<file path="src/rtl/priority_selector_pkg.sv">
// Shared constants and helpers for the fixed-priority selector and its encoder.
// Source 0 always has the highest priority.
package priority_selector_pkg;

    localparam int unsigned NUM_INPUTS_DEF = 4;
    localparam int unsigned DATA_WIDTH_DEF = 8;
    localparam int unsigned MAX_INPUTS     = 32;

    // Index of the lowest set bit; 0 for an all-zero vector (callers qualify with 'any').
    function automatic int unsigned lsb_index(input logic [MAX_INPUTS-1:0] vec);
        int unsigned idx;
        idx = 0;
        for (int i = MAX_INPUTS - 1; i >= 0; i--) begin
            if (vec[i]) begin
                idx = i;
            end
        end
        return idx;
    endfunction

endpackage : priority_selector_pkg

</file>
<file path="src/rtl/priority_selector_if.sv">
// Request/data/grant bundle between contending sources and the selector.
// The master side drives requests and data; the slave side returns the registered grant.
interface priority_selector_if
    import priority_selector_pkg::*;
#(
    parameter int unsigned NUM_INPUTS = NUM_INPUTS_DEF,
    parameter int unsigned DATA_WIDTH = DATA_WIDTH_DEF,
    localparam int unsigned IDX_W     = $clog2(NUM_INPUTS)
);

    logic [NUM_INPUTS-1:0] req;
    logic [DATA_WIDTH-1:0] data_in [NUM_INPUTS-1:0];
    logic [DATA_WIDTH-1:0] data_out;
    logic [IDX_W-1:0]      grant;
    logic                  valid;

    modport master (
        output req,
        output data_in,
        input  data_out,
        input  grant,
        input  valid
    );

    modport slave (
        input  req,
        input  data_in,
        output data_out,
        output grant,
        output valid
    );

endinterface : priority_selector_if

</file>
<file path="src/rtl/priority_selector_encoder.sv">
// Combinational lowest-index-wins priority encoder, reusable by other arbiters.
// The index never exceeds NUM_INPUTS-1 because request bits beyond NUM_INPUTS are tied to zero.
module prio_encoder
    import priority_selector_pkg::*;
#(
    parameter int unsigned NUM_INPUTS = NUM_INPUTS_DEF,
    localparam int unsigned IDX_W     = $clog2(NUM_INPUTS)
) (
    input  logic [NUM_INPUTS-1:0] req,
    output logic [IDX_W-1:0]      idx,
    output logic                  any
);

    logic [MAX_INPUTS-1:0] req_ext_s;

    // Widen to the helper's fixed width and resolve the winning index.
    always_comb begin
        req_ext_s = MAX_INPUTS'(req);
        idx       = IDX_W'(lsb_index(req_ext_s));
        any       = |req;
    end

endmodule : prio_encoder

</file>
<file path="src/rtl/priority_selector.sv">
// Fixed-priority N:1 selector: registers the winning source's data and index each cycle.
// Outputs clear to zero when nobody requests, so grant=0/valid=0 always means idle.
module priority_selector
    import priority_selector_pkg::*;
#(
    parameter int unsigned NUM_INPUTS = NUM_INPUTS_DEF,
    parameter int unsigned DATA_WIDTH = DATA_WIDTH_DEF,
    localparam int unsigned IDX_W     = $clog2(NUM_INPUTS)
) (
    input  logic                clk,
    input  logic                rst_n,
    priority_selector_if.slave  bus
);

    logic [IDX_W-1:0]      sel_s;
    logic                  any_s;

    logic [DATA_WIDTH-1:0] data_out_d;
    logic [DATA_WIDTH-1:0] data_out_q;
    logic [IDX_W-1:0]      grant_d;
    logic [IDX_W-1:0]      grant_q;
    logic                  valid_d;
    logic                  valid_q;

    prio_encoder #(
        .NUM_INPUTS (NUM_INPUTS)
    ) u_prio_encoder (
        .req (bus.req),
        .idx (sel_s),
        .any (any_s)
    );

    // Data mux and next-state values; idle cycles load zeros rather than holding.
    always_comb begin
        data_out_d = {DATA_WIDTH{1'b0}};
        grant_d    = {IDX_W{1'b0}};
        valid_d    = 1'b0;
        if (any_s) begin
            data_out_d = bus.data_in[sel_s];
            grant_d    = sel_s;
            valid_d    = 1'b1;
        end else begin
            data_out_d = {DATA_WIDTH{1'b0}};
            grant_d    = {IDX_W{1'b0}};
            valid_d    = 1'b0;
        end
    end

    // Output registers with asynchronous clear.
    always_ff @(posedge clk or negedge rst_n) begin
        if (!rst_n) begin
            data_out_q <= {DATA_WIDTH{1'b0}};
            grant_q    <= {IDX_W{1'b0}};
            valid_q    <= 1'b0;
        end else begin
            data_out_q <= data_out_d;
            grant_q    <= grant_d;
            valid_q    <= valid_d;
        end
    end

    assign bus.data_out = data_out_q;
    assign bus.grant    = grant_q;
    assign bus.valid    = valid_q;

endmodule : priority_selector

</file>
<file path="src/flat_wrapper.sv">
// flat-port wrapper written by rule: the top's interface ports become plain ports
module priority_selector_flat import priority_selector_pkg::*;
#(
    parameter int unsigned NUM_INPUTS = NUM_INPUTS_DEF,
    parameter int unsigned DATA_WIDTH = DATA_WIDTH_DEF,
    localparam int unsigned IDX_W     = $clog2(NUM_INPUTS)
)
  (clk, rst_n, bus_req, bus_data_in, bus_data_out, bus_grant, bus_valid);
  priority_selector_if #(.NUM_INPUTS(NUM_INPUTS), .DATA_WIDTH(DATA_WIDTH)) bus_i ();
  input  logic clk;
  input  logic rst_n;
  input wire logic [$bits(bus_i.req)-1:0] bus_req;
  input wire logic [$bits(bus_i.data_in)-1:0] bus_data_in;
  output wire logic [$bits(bus_i.data_out)-1:0] bus_data_out;
  output wire logic [$bits(bus_i.grant)-1:0] bus_grant;
  output wire logic [$bits(bus_i.valid)-1:0] bus_valid;
  assign bus_i.req = bus_req;
  assign bus_i.data_in = {>>{bus_data_in}};
  assign bus_data_out = bus_i.data_out;
  assign bus_grant = bus_i.grant;
  assign bus_valid = bus_i.valid;
  priority_selector #(.NUM_INPUTS(NUM_INPUTS), .DATA_WIDTH(DATA_WIDTH)) u_core (.clk(clk), .rst_n(rst_n), .bus(bus_i));
endmodule
</file>
<file path="config.mk">
export PLATFORM = sky130hd
export DESIGN_NAME = priority_selector_flat
export DESIGN_NICKNAME = d
export VERILOG_FILES = /design/src/rtl/priority_selector_pkg.sv /design/src/rtl/priority_selector_if.sv /design/src/rtl/priority_selector_encoder.sv /design/src/rtl/priority_selector.sv /design/src/flat_wrapper.sv
export SDC_FILE = /design/constraint.sdc
export NUM_CORES = 1
export LEC_CHECK = 0
export CORE_MARGIN = 4
export CORE_UTILIZATION = 28
export DETAILED_ROUTE_END_ITERATION = 12
export PLACE_DENSITY = 0.88
export SLEW_MARGIN = 20
export SYNTH_ARGS = -nofsm -noshare
export SYNTH_HDL_FRONTEND = slang
export SYNTH_SLANG_ARGS = --single-unit
</file>
<file path="constraint.sdc">
create_clock -name clk -period 0.8 [get_ports clk]
set_input_delay 0.08 -clock clk [delete_from_list [all_inputs] [get_ports clk]]
set_output_delay 0.08 -clock clk [all_outputs]
set_load 0.05 [all_outputs]
</file>
# After elaboration in Yosys (flattened, before gate mapping)
# Index checks and enable logic that the tools add are counted.
[word_totals] wordCells=14 reg_bits=11 mem_count=0 mem_bits_ro=0 output_inout_bits=11 latchBits=0 ramBits=0
[classes] n_reduce_logical=1 muxes=9 n_eq_ne=0 div_mod_pow=0 add_sub_neg=0 n_bitwise=0 magnitude_cmp=1 multipliers=0 shifts=0
[op_table] op="binary-select mux 8 bit (select 2 bit)" count=1
[op_table] op="two-way mux 8 bit" count=2
[op_table] op="two-way mux 2 bit" count=5
[op_table] op="OR reduction 4 bit" count=1
[op_table] op="less-than comparator 2 x 3 -> 1 bit (second input constant)" count=1
[op_table] op="two-way mux 1 bit" count=1

# Logic depth before layout (Yosys ltp)
# Gate-level depths: netlist of the first run.
[logic_depth] ltp_word=7 mapped_depth=5 mapped_depth_nobuf=3

# Cells and area by module
# A second synthesis of the first run with hierarchy kept.
[unflattened] hier_cells=49 area_unflattened_um2=576.8
[modules_own_cells] module="priority_selector" n_inst=1 cells_each=42 area_each_um2=541.8
[modules_own_cells] module="prio_encoder" n_inst=1 cells_each=7 area_each_um2=35.0

# Worst setup path after synthesis of the first run
# OpenSTA, ideal clock, no wires.
[synth_path] path_kind="input to register" from="input port bus_req[2]" to="register u_core.data_out_q[0] (netlist: u_core.bus.data_out[0])" path_slack_ns=0.121 setup_ns=0.135 path_buffers=2 stages=5 t_arrival_ns=0.544 required_ns=0.665 path_cell_list="buf_6 nor2b_4 buf_6 a22oi_1 a21oi_1"
[synth_between] elab_chain_len=6 elab_cells_between_ends=7
[synth_rtl] element="start, declared" line="flat_wrapper.sv:12" source="input wire logic [$bits(bus_i.req)-1:0] bus_req;"
[synth_rtl] element="two-way mux 2 bit (3 in a row)" line="priority_selector_pkg.sv:14" source="if (vec[i]) begin"
[synth_rtl] element="binary-select mux 8 bit (select 2 bit)" line="priority_selector.sv:39" source="data_out_d = bus.data_in[sel_s];"
[synth_rtl] element="two-way mux 8 bit (not written as such)" line="priority_selector.sv:39"
[synth_rtl] element="two-way mux 8 bit *" line="priority_selector.sv:38" source="if (any_s) begin"
[synth_rtl] element="net u_core.data_out_d[0]" line="priority_selector.sv:18" source="logic [DATA_WIDTH-1:0] data_out_d;"
[synth_rtl] element="end signal, assigned" line="priority_selector.sv:52" source="data_out_q <= {DATA_WIDTH{1'b0}};"
[synth_rtl] element="end signal, assigned" line="priority_selector.sv:56" source="data_out_q <= data_out_d;"
[synth_rtl] element="end, declared" line="priority_selector.sv:19" source="logic [DATA_WIDTH-1:0] data_out_q;"
# The timed path passes the listed nets; every way through them passes the cells marked *. The select of a mux whose other input is x is not followed.

# Worst setup path after layout of the first run
[layout_path] from="register u_core.data_out_q[0] (netlist: u_core.bus.data_out[0])" to="output port bus_data_out[0]"
[layout_rtl] element="end, declared" line="flat_wrapper.sv:14" source="output wire logic [$bits(bus_i.data_out)-1:0] bus_data_out;"
# No word-level cell between the ends.

==> results of run 1 <==
[where the power goes]
group          switching [mW]  internal, mW  total [mW]
sequential             0.0379         0.602       0.640
combinational           0.306         0.396       0.702
clock                   0.177         0.193       0.370
[layer usage]
| metal | routed length [µm] | vias to the layer above | share of wire |
|---|---|---|---|
| met5 | 0 | - | 0 |
| met4 | 76 | 0 | 0.041 |
| met3 | 158 | 8 | 0.085 |
| met2 | 967 | 43 | 0.52 |
| met1 | 662 | 268 | 0.36 |
| li1 | - | 292 | - |
[Yosys cell counts]
cell,instances
o22ai_1,8
nor2b_4,1
inv_1,1
nor2_1,3
nand2_1,1
dfrtp_1,11
nor2_2,1
a21oi_1,8
buf_6,2
nor3_1,1
buf_4,1
a22oi_1,8
nand2b_1,1
[placed cells by master, fill, tap and decap left out, drive strengths merged]
master and n:
clkdlybuf4s50 33, buf 17, dfrtp 11, a22oi 8, o22ai 8, a21oi 8, dlygate4sd2 4, nor2 4
clkbuf 4, nor2b 2, nand2 1, inv 1, nand2b 1, nor3 1
[cell families after synthesis]
group,count (synthesis),share of synthesized area
AND/OR/NAND/NOR,8,0.0916
flip-flops,11,0.545
buffers and inverters,4,0.0668
AO/OA/AOI/OAI,24,0.297
[sequential cells by signal (all words and copies together), names as in the netlist]
signal,flops
u_core.bus.data_out,8
u_core.bus.grant,2
u_core.bus.valid,1
[stage by stage]
| stage | util | TNS [ns] | area (µm²) | power [mW] | instances |
|---|---|---|---|---|---|
| floorplan | - | 0 | 505 | 0.897 | 47 |
| global placement | 0.657 | -3.71 | 1130 | 1.33 | 122 |
| detailed placement | 0.657 | -4.18 | 1130 | 1.34 | 122 |
| CTS | 0.686 | -1.16 | 1180 | 1.72 | 128 |
| global route | 0.686 | -1.36 | 1180 | 1.79 | 128 |
| finish | 0.686 | -1.07 | 1180 | 1.71 | 128 |
[worst max-delay path by stage]
stage | end | start | slack, ns
final | bus_data_out[0] | u_core.bus.data_out[0] | -0.11
after global routing | bus_data_out[7] | u_core.bus.data_out[7] | -0.14
after CTS | bus_data_out[0] | u_core.bus.data_out[0] | -0.12
after detailed placement | u_core.bus.data_out[4] | bus_req[0] | -0.44
after global placement | u_core.bus.data_out[5] | bus_req[0] | -0.39
after floorplan | u_core.bus.data_out[0] | bus_req[2] | 0.12
[final cells by class]
cell class	count	share of cell area
inverter	1	0.00317
timing repair buffer	54	0.533
sequential	11	0.233
tap	25	0.0264
multi-input combinational	33	0.183
clock buffer	4	0.0222
[what timing repair did]
action,CTS,global route
pin swaps,1,0
buffers inserted,1,0
endpoints found under the setup margin,19,11
gates cloned,1,0
resized for setup,8,0
==> metrics.md, run 1 <==
| Metric | Value |
|---|---|
| Status | complete, but fails checks |
| Failing checks | setup timing |
| Site Rows | 15 |
| Worst hold slack | 0.105 ns |
| Mapped Area | 505 µm² |
| Max cap viols | 0 |
| GRT Max-Usage Layer | met2 |
| Clk slew on worst S/H paths | 0.07 ns |
| Final Max Tran Viols | 0 |
| Area leader, netlist | dfrtp_1 |
| Final GP Congestion | 0.693 |
| Critical path class | flop to primary output |
| Die Span Y | 50.5 µm |
| Tmin final | 0.908 ns |
| Port Buffers | 48 |
| Antenna Nets Post-Route | 0 |
| Worst stage delay on the critical path | 0.41 ns |
| Multi-input logic area | 216 µm² |
| Critical Path Slowest Stage Cell | dfrtp_1 |
| Mean Syn Cell Area | 10.8 µm² |
| First-pass GRT wire length | 2880 µm |
| Io pins | 49 |
| CP top delay family | flip-flops |
| Final wirelength | 1860 µm |
| Starting Density | 0.293 |
| CP max FO | 1 |
| Clk root buf | clkbuf_4 |
| Area grow syn2layout | 134% |
| Global route total overflow | 0 |
| Yosys warnings | 0 |
| Number of remaining DRC errors | 0 |
| Drt pass-1 iters | 6 |
| Critical Path AT | 0.83 ns |
| Area contributors post-synth | dfrtp_1 54%, a22oi_1 12%, o22ai_1 9.9% |
| Num CTS Buffers | 3 |
| Met3 Use GR | 0.0356 |
| Vias in the first global route | 635 |
| Core Area | 1730 µm² |
| Pwr per Cell Area | 1450 nW/µm² |
| Met1 Use GR | 0.161 |
| Met2 Use GR | 0.259 |
| Critical path depth | 1 |
| Iter 0 DRT Violations | 8 |
| Nets@finish | 142 |
| CTS H-tree depth | 1 |
| Syn Inst Count | 47 |
| Setup WS pre-CTS | -0.442 ns |
| Largest net degree at the start of global routing | 12 |
| Max Fclk | 1100 MHz |
| Via-to-Cell Ratio | 4.77 |
| Routed len/inst | 14.6 µm |
| Final setup viols | 11 |
| CP cell instances | buf_12 |
| Critical Path RT | 0.72 ns |
| Detailed-placement wirelength estimate | 1550 µm |
| Fillers | 148 |
| VDD IR max | 638 µV |
| CP bufs+invs | 1 |
| Syn Nets | 85 |
| Post-synthesis sequential area ratio | 0.545 |
| Antenna violations before repair | 0 |
| Final hold violations | 0 |
| Die width | 50.5 µm |
| Worst slew margin | 0.859 |
| Total GRT Usage | 0.157 |
| Final setup margin | -0.108 ns |
| CP startpoint kind | flop |
| Yosys cell types | 13 |
| Register area | 275 µm² |
| Share of cells above drive strength 1 | 0.252 |
| Hold Buf Count CTS | 0 |
| Worst slew pin tran | 0.211 ns |
| Synth top area share | 0.545 |
| Period utilisation layout | 1.14 |
| Clock tree buffer depth | 2 |
| Worst Setup End Kind | primary output |
| Clk sinks | 11 |
| Antenna diode count | 0 |
| Vias after detailed routing | 611 |
| Worst min path class | input port to asynchronous set/reset pin |
| RSZ-0062 raised after global routing | true |
| Pleak | 0.496 nW |
| CTS tree | done |
| Seq cells post-synth | 11 |
| Die area | 2550 µm² |
No activity file was read; power rests on OpenSTA's default activity.
==> run 2, diff against run 1 <==
--- a/config.mk
+++ b/config.mk
@@ -6,9 +6,9 @@
 export NUM_CORES = 1
 export LEC_CHECK = 0
 export CORE_MARGIN = 4
-export CORE_UTILIZATION = 28
+export CORE_UTILIZATION = 31
 export DETAILED_ROUTE_END_ITERATION = 12
-export PLACE_DENSITY = 0.88
+export PLACE_DENSITY = 0.95
 export SLEW_MARGIN = 20
 export SYNTH_ARGS = -nofsm -noshare
 export SYNTH_HDL_FRONTEND = slang
==> constraint.sdc (replaced) <==
create_clock -name clk -period 1.1 [get_ports clk]
set_input_delay 0.11 -clock clk [delete_from_list [all_inputs] [get_ports clk]]
set_output_delay 0.11 -clock clk [all_outputs]
set_load 0.01 [all_outputs]
==> metrics.md, run 2 (same netlist as run 1, synthesis figures left out) <==
| Metric | Value |
|---|---|
| Status | finished, final reports clean |
| Antenna violations before repair | 0 |
| Site Rows | 14 |
| Die width | 48.4 µm |
| Worst slew pin tran | 0.472 ns |
| VDD IR max | 522 µV |
| Number of remaining DRC errors | 0 |
| Setup WS pre-CTS | -0.195 ns |
| Core Area | 1520 µm² |
| Vias in the first global route | 688 |
| CP bufs+invs | 1 |
| Global route total overflow | 0 |
| Max Fclk | 985 MHz |
| Largest net degree at the start of global routing | 12 |
| Vias after detailed routing | 610 |
| Worst min path class | input port to asynchronous set/reset pin |
| Critical Path Slowest Stage Cell | dfrtp_1 |
| Via-to-Cell Ratio | 5.26 |
| Nets@finish | 139 |
| Share of cells above drive strength 1 | 0.100 |
| CP max FO | 1 |
| Iter 0 DRT Violations | 4 |
| CTS tree | done |
| Worst stage delay on the critical path | 0.37 ns |
| Die area | 2340 µm² |
| Commonest non-fill, non-tap cell in the layout | clkdlybuf4s50_1 |
| Worst Setup End Kind | primary output |
| Routed len/inst | 14.8 µm |
| Most frequent cells in the layout | 37 x clkdlybuf4s50_1, 11 x dlygate4sd2_1, 11 x dfrtp_1 |
| Critical path class | flop to primary output |
| Tmin final | 1.01 ns |
| Critical Path AT | 0.90 ns |
| Total GRT Usage | 0.146 |
| Io pins | 49 |
| Worst slew margin | 0.685 |
| Critical Path RT | 0.99 ns |
| Finished Core Util | 0.670 |
| Final Max Tran Viols | 0 |
| Hold Buf Count CTS | 0 |
| Pleak | 0.424 nW |
| Clk root buf | clkbuf_4 |
| Num CTS Buffers | 3 |
| Detailed-placement wirelength estimate | 1430 µm |
| Antenna Nets Post-Route | 0 |
| Clock tree buffer depth | 2 |
| Area grow syn2layout | 102% |
| Pwr per Cell Area | 984 nW/µm² |
| Clk sinks | 11 |
| Clk slew on worst S/H paths | 0.07 ns |
| CP cell instances | dlygate4sd2_1 |
| CP top delay family | flip-flops |
| Port Buffers | 48 |
| Final setup viols | 0 |
| Final GP Congestion | 0.733 |
| CP startpoint kind | flop |
| Max cap viols | 0 |
| Die Span Y | 48.4 µm |
| Starting Density | 0.332 |
| Largest register FFs | 8 |
| Period utilisation layout | 0.923 |
| First-pass GRT wire length | 2790 µm |
| Antenna diode count | 0 |
| Final setup margin | 0.0852 ns |
| Final wirelength | 1710 µm |
| RSZ-0062 raised after global routing | false |
| Final hold violations | 0 |
| CTS H-tree depth | 1 |
| Drt pass-1 iters | 3 |
## run 2: metal layers
layer	track usage	vias to the layer above	share of wire
met4	0.101	0	0.022
li1	-	289	-
met2	0.252	35	0.51
met5	0	-	0
met1	0.160	282	0.36
met3	0.0245	4	0.10
## run 2: timing repair
item	in CTS	in global routing
gates resized for setup	11	1
buffers inserted	0	0
endpoints found under the setup margin	11	2
## run 2: worst max-delay path by stage
stage,startpoint,to,cells past startpoint
2_1_floorplan,bus_req[2],u_core.bus.data_out[0],5
3_3_place_gp,bus_req[0],u_core.bus.data_out[7],4
3_5_place_dp,bus_req[0],u_core.bus.data_out[2],4
4_1_cts,bus_req[0],u_core.bus.data_out[2],4
5_1_grt,bus_req[3],u_core.bus.data_out[4],4
6_report,u_core.bus.data_out[1],bus_data_out[1],1
## run 2: metrics by stage
step,TNS (ns),cell area [µm²],hold WS (ns),power [mW],cells
2_1_floorplan,0,505,-0.186,0.550,47
3_3_place_gp,-0.733,1010,0.447,0.769,112
3_5_place_dp,-1.38,1010,0.458,0.780,112
4_1_cts,0,1020,0.173,1.02,116
5_1_grt,0,1020,0.191,1.07,116
6_report,0,1020,0.172,1.00,116
## run 2: power by group
part / internal, mW / switching, mW
clock: 0.140 / 0.118
combinational: 0.190 / 0.112
sequential: 0.437 / 0.00741
total: 0.767 / 0.238
## run 2: cell type report
class                      count  area (µm²)
multi-input combinational     32         199
sequential                    11         275
timing repair buffer          52         497
clock buffer                   4        26.3
tap                           16        20.0
fill                         129         503
inverter                       1        3.75
==> run 3, diff against run 2 <==
--- a/config.mk
+++ b/config.mk
@@ -5,7 +5,7 @@
 export SDC_FILE = /design/constraint.sdc
 export NUM_CORES = 1
 export LEC_CHECK = 0
-export CORE_MARGIN = 4
+export CORE_MARGIN = 2
 export CORE_UTILIZATION = 31
 export DETAILED_ROUTE_END_ITERATION = 12
 export PLACE_DENSITY = 0.95
==> metrics.md, run 3 (same netlist as run 1, synthesis figures left out) <==
| Metric | Value |
|---|---|
| CTS H-tree depth | 1 |
| Worst slew pin tran | 0.435 ns |
| Critical Path RT | 1.28 ns |
| Max Fclk | 951 MHz |
| CP startpoint kind | input port |
| Critical Path Slowest Stage Cell | clkdlybuf4s50_1 |
| Core Area | 1520 µm² |
| Commonest non-fill, non-tap cell in the layout | clkdlybuf4s50_1 |
| Final setup viols | 0 |
| First-pass GRT wire length | 2300 µm |
| CP cell instances | clkdlybuf4s50_1 > nor2b_4 > a22oi_1 > a21oi_1 |
| Placed Area | 991 µm² |
| VDD IR max | 625 µV |
| Register area | 275 µm² |
| Die width | 44.4 µm |
| Hold Buf Count CTS | 0 |
| Iter 0 DRT Violations | 12 |
| Max cap viols | 0 |
| Final hold violations | 0 |
| CP max FO | 9 |
| Finished Core Util | 0.665 |
| Clock tree buffer depth | 2 |
| Detailed-placement wirelength estimate | 1240 µm |
| Pleak | 0.419 nW |
| Setup_tns | 0 ns |
| Share of cells above drive strength 1 | 0.0909 |
| Num CTS Buffers | 3 |
| Vias after detailed routing | 583 |
| Via-to-Cell Ratio | 5.07 |
| Clk sinks | 11 |
| Drt pass-1 iters | 4 |
| Final GP Congestion | 0.844 |
| Port Buffers | 48 |
| Worst stage delay on the critical path | 0.55 ns |
| Total GRT Usage | 0.157 |
| CTS tree | done |
| Worst min path class | input port to asynchronous set/reset pin |
| Die area | 1970 µm² |
| Starting Density | 0.332 |
| Site Rows | 14 |
| Routed len/inst | 12.7 µm |
| Period utilisation layout | 0.956 |
| Die Span Y | 44.4 µm |
| Critical Path AT | 1.23 ns |
| Clk slew on worst S/H paths | 0.06 ns |
| Vias in the first global route | 560 |
| Cell area after layout | 1010 µm² |
| Setup WS pre-CTS | -0.242 ns |
| Io pins | 49 |
| Critical path class | input port to flop |
| Tmin final | 1.05 ns |
| Pwr per Cell Area | 982 nW/µm² |
| Multi-input logic area | 199 µm² |
| Antenna Nets Post-Route | 0 |
| Antenna diode count | 0 |
| Area grow syn2layout | 100% |
| Number of remaining DRC errors | 0 |
| Largest register FFs | 8 |
| Status | finished, final reports clean |
| Fillers | 124 |
| Antenna violations before repair | 0 |
| Final setup margin | 0.0483 ns |
| Largest net degree at the start of global routing | 12 |
| Final wirelength | 1460 µm |
| Worst Setup End Kind | flop |
| Nets@finish | 138 |
| Most frequent cells in the layout | 37 x clkdlybuf4s50_1, 11 x dlygate4sd2_1, 11 x dfrtp_1 |
| Worst slew margin | 0.709 |
| Final Max Tran Viols | 0 |
| RSZ-0062 raised after global routing | false |
| Global route total overflow | 0 |
| Clk root buf | clkbuf_4 |
run 3: per-layer routing:
| metal | vias up | part of all wire | GRT usage |
|---|---|---|---|
| li1 | 282 | - | - |
| met1 | 266 | 0.41 | 0.183 |
| met2 | 35 | 0.51 | 0.282 |
| met3 | 0 | 0.085 | 0.0204 |
| met4 | 0 | 0 | 0.0727 |
| met5 | - | 0 | 0 |
run 3: worst paths after layout:
check                               start                     end  slack (ns)  cells past startpoint
min                                 rst_n     u_core.bus.grant[1]        0.16                      1
max in group asynchronous           rst_n  u_core.bus.data_out[1]        0.64                      1
min in group clk           bus_data_in[8]  u_core.bus.data_out[0]        0.45                      3
max                            bus_req[2]  u_core.bus.data_out[6]        0.05                      4
run 3: worst max-delay path, delay by kind of cell:
kind	cells	cell delay (ns)
simple gates	1	0.28
buf+inv	1	0.55
compound gates	2	0.29
run 3: final cells by class:
type | count | area share
sequential | 11 | 0.272
timing repair buffer | 51 | 0.483
clock buffer | 4 | 0.0259
multi-input combinational | 32 | 0.196
inverter | 1 | 0.00370
tap | 16 | 0.0198
run 3: what timing repair did:
item,CTS,global route
setup buffers,0,1
cloned,0,0
gates resized for setup,11,1
hold endpoints to repair,0,0
setup endpoints to repair,11,8
pin swaps,0,0
run 3: power by group:
part | internal [mW] | total [mW] | switching (mW) | leakage [nW]
Combinational | 0.188 | 0.296 | 0.108 | 0.278
Clock | 0.140 | 0.256 | 0.116 | 0.0150
Sequential | 0.437 | 0.444 | 0.00671 | 0.126
run 3: metrics by stage:
stage	power [mW]	hold WS, ns	cells
CTS	0.999	0.175	114
finish	0.995	0.160	115
global placement	0.762	0.438	110
floorplan	0.550	-0.186	47
global route	1.05	0.195	115
detailed placement	0.768	0.451	110
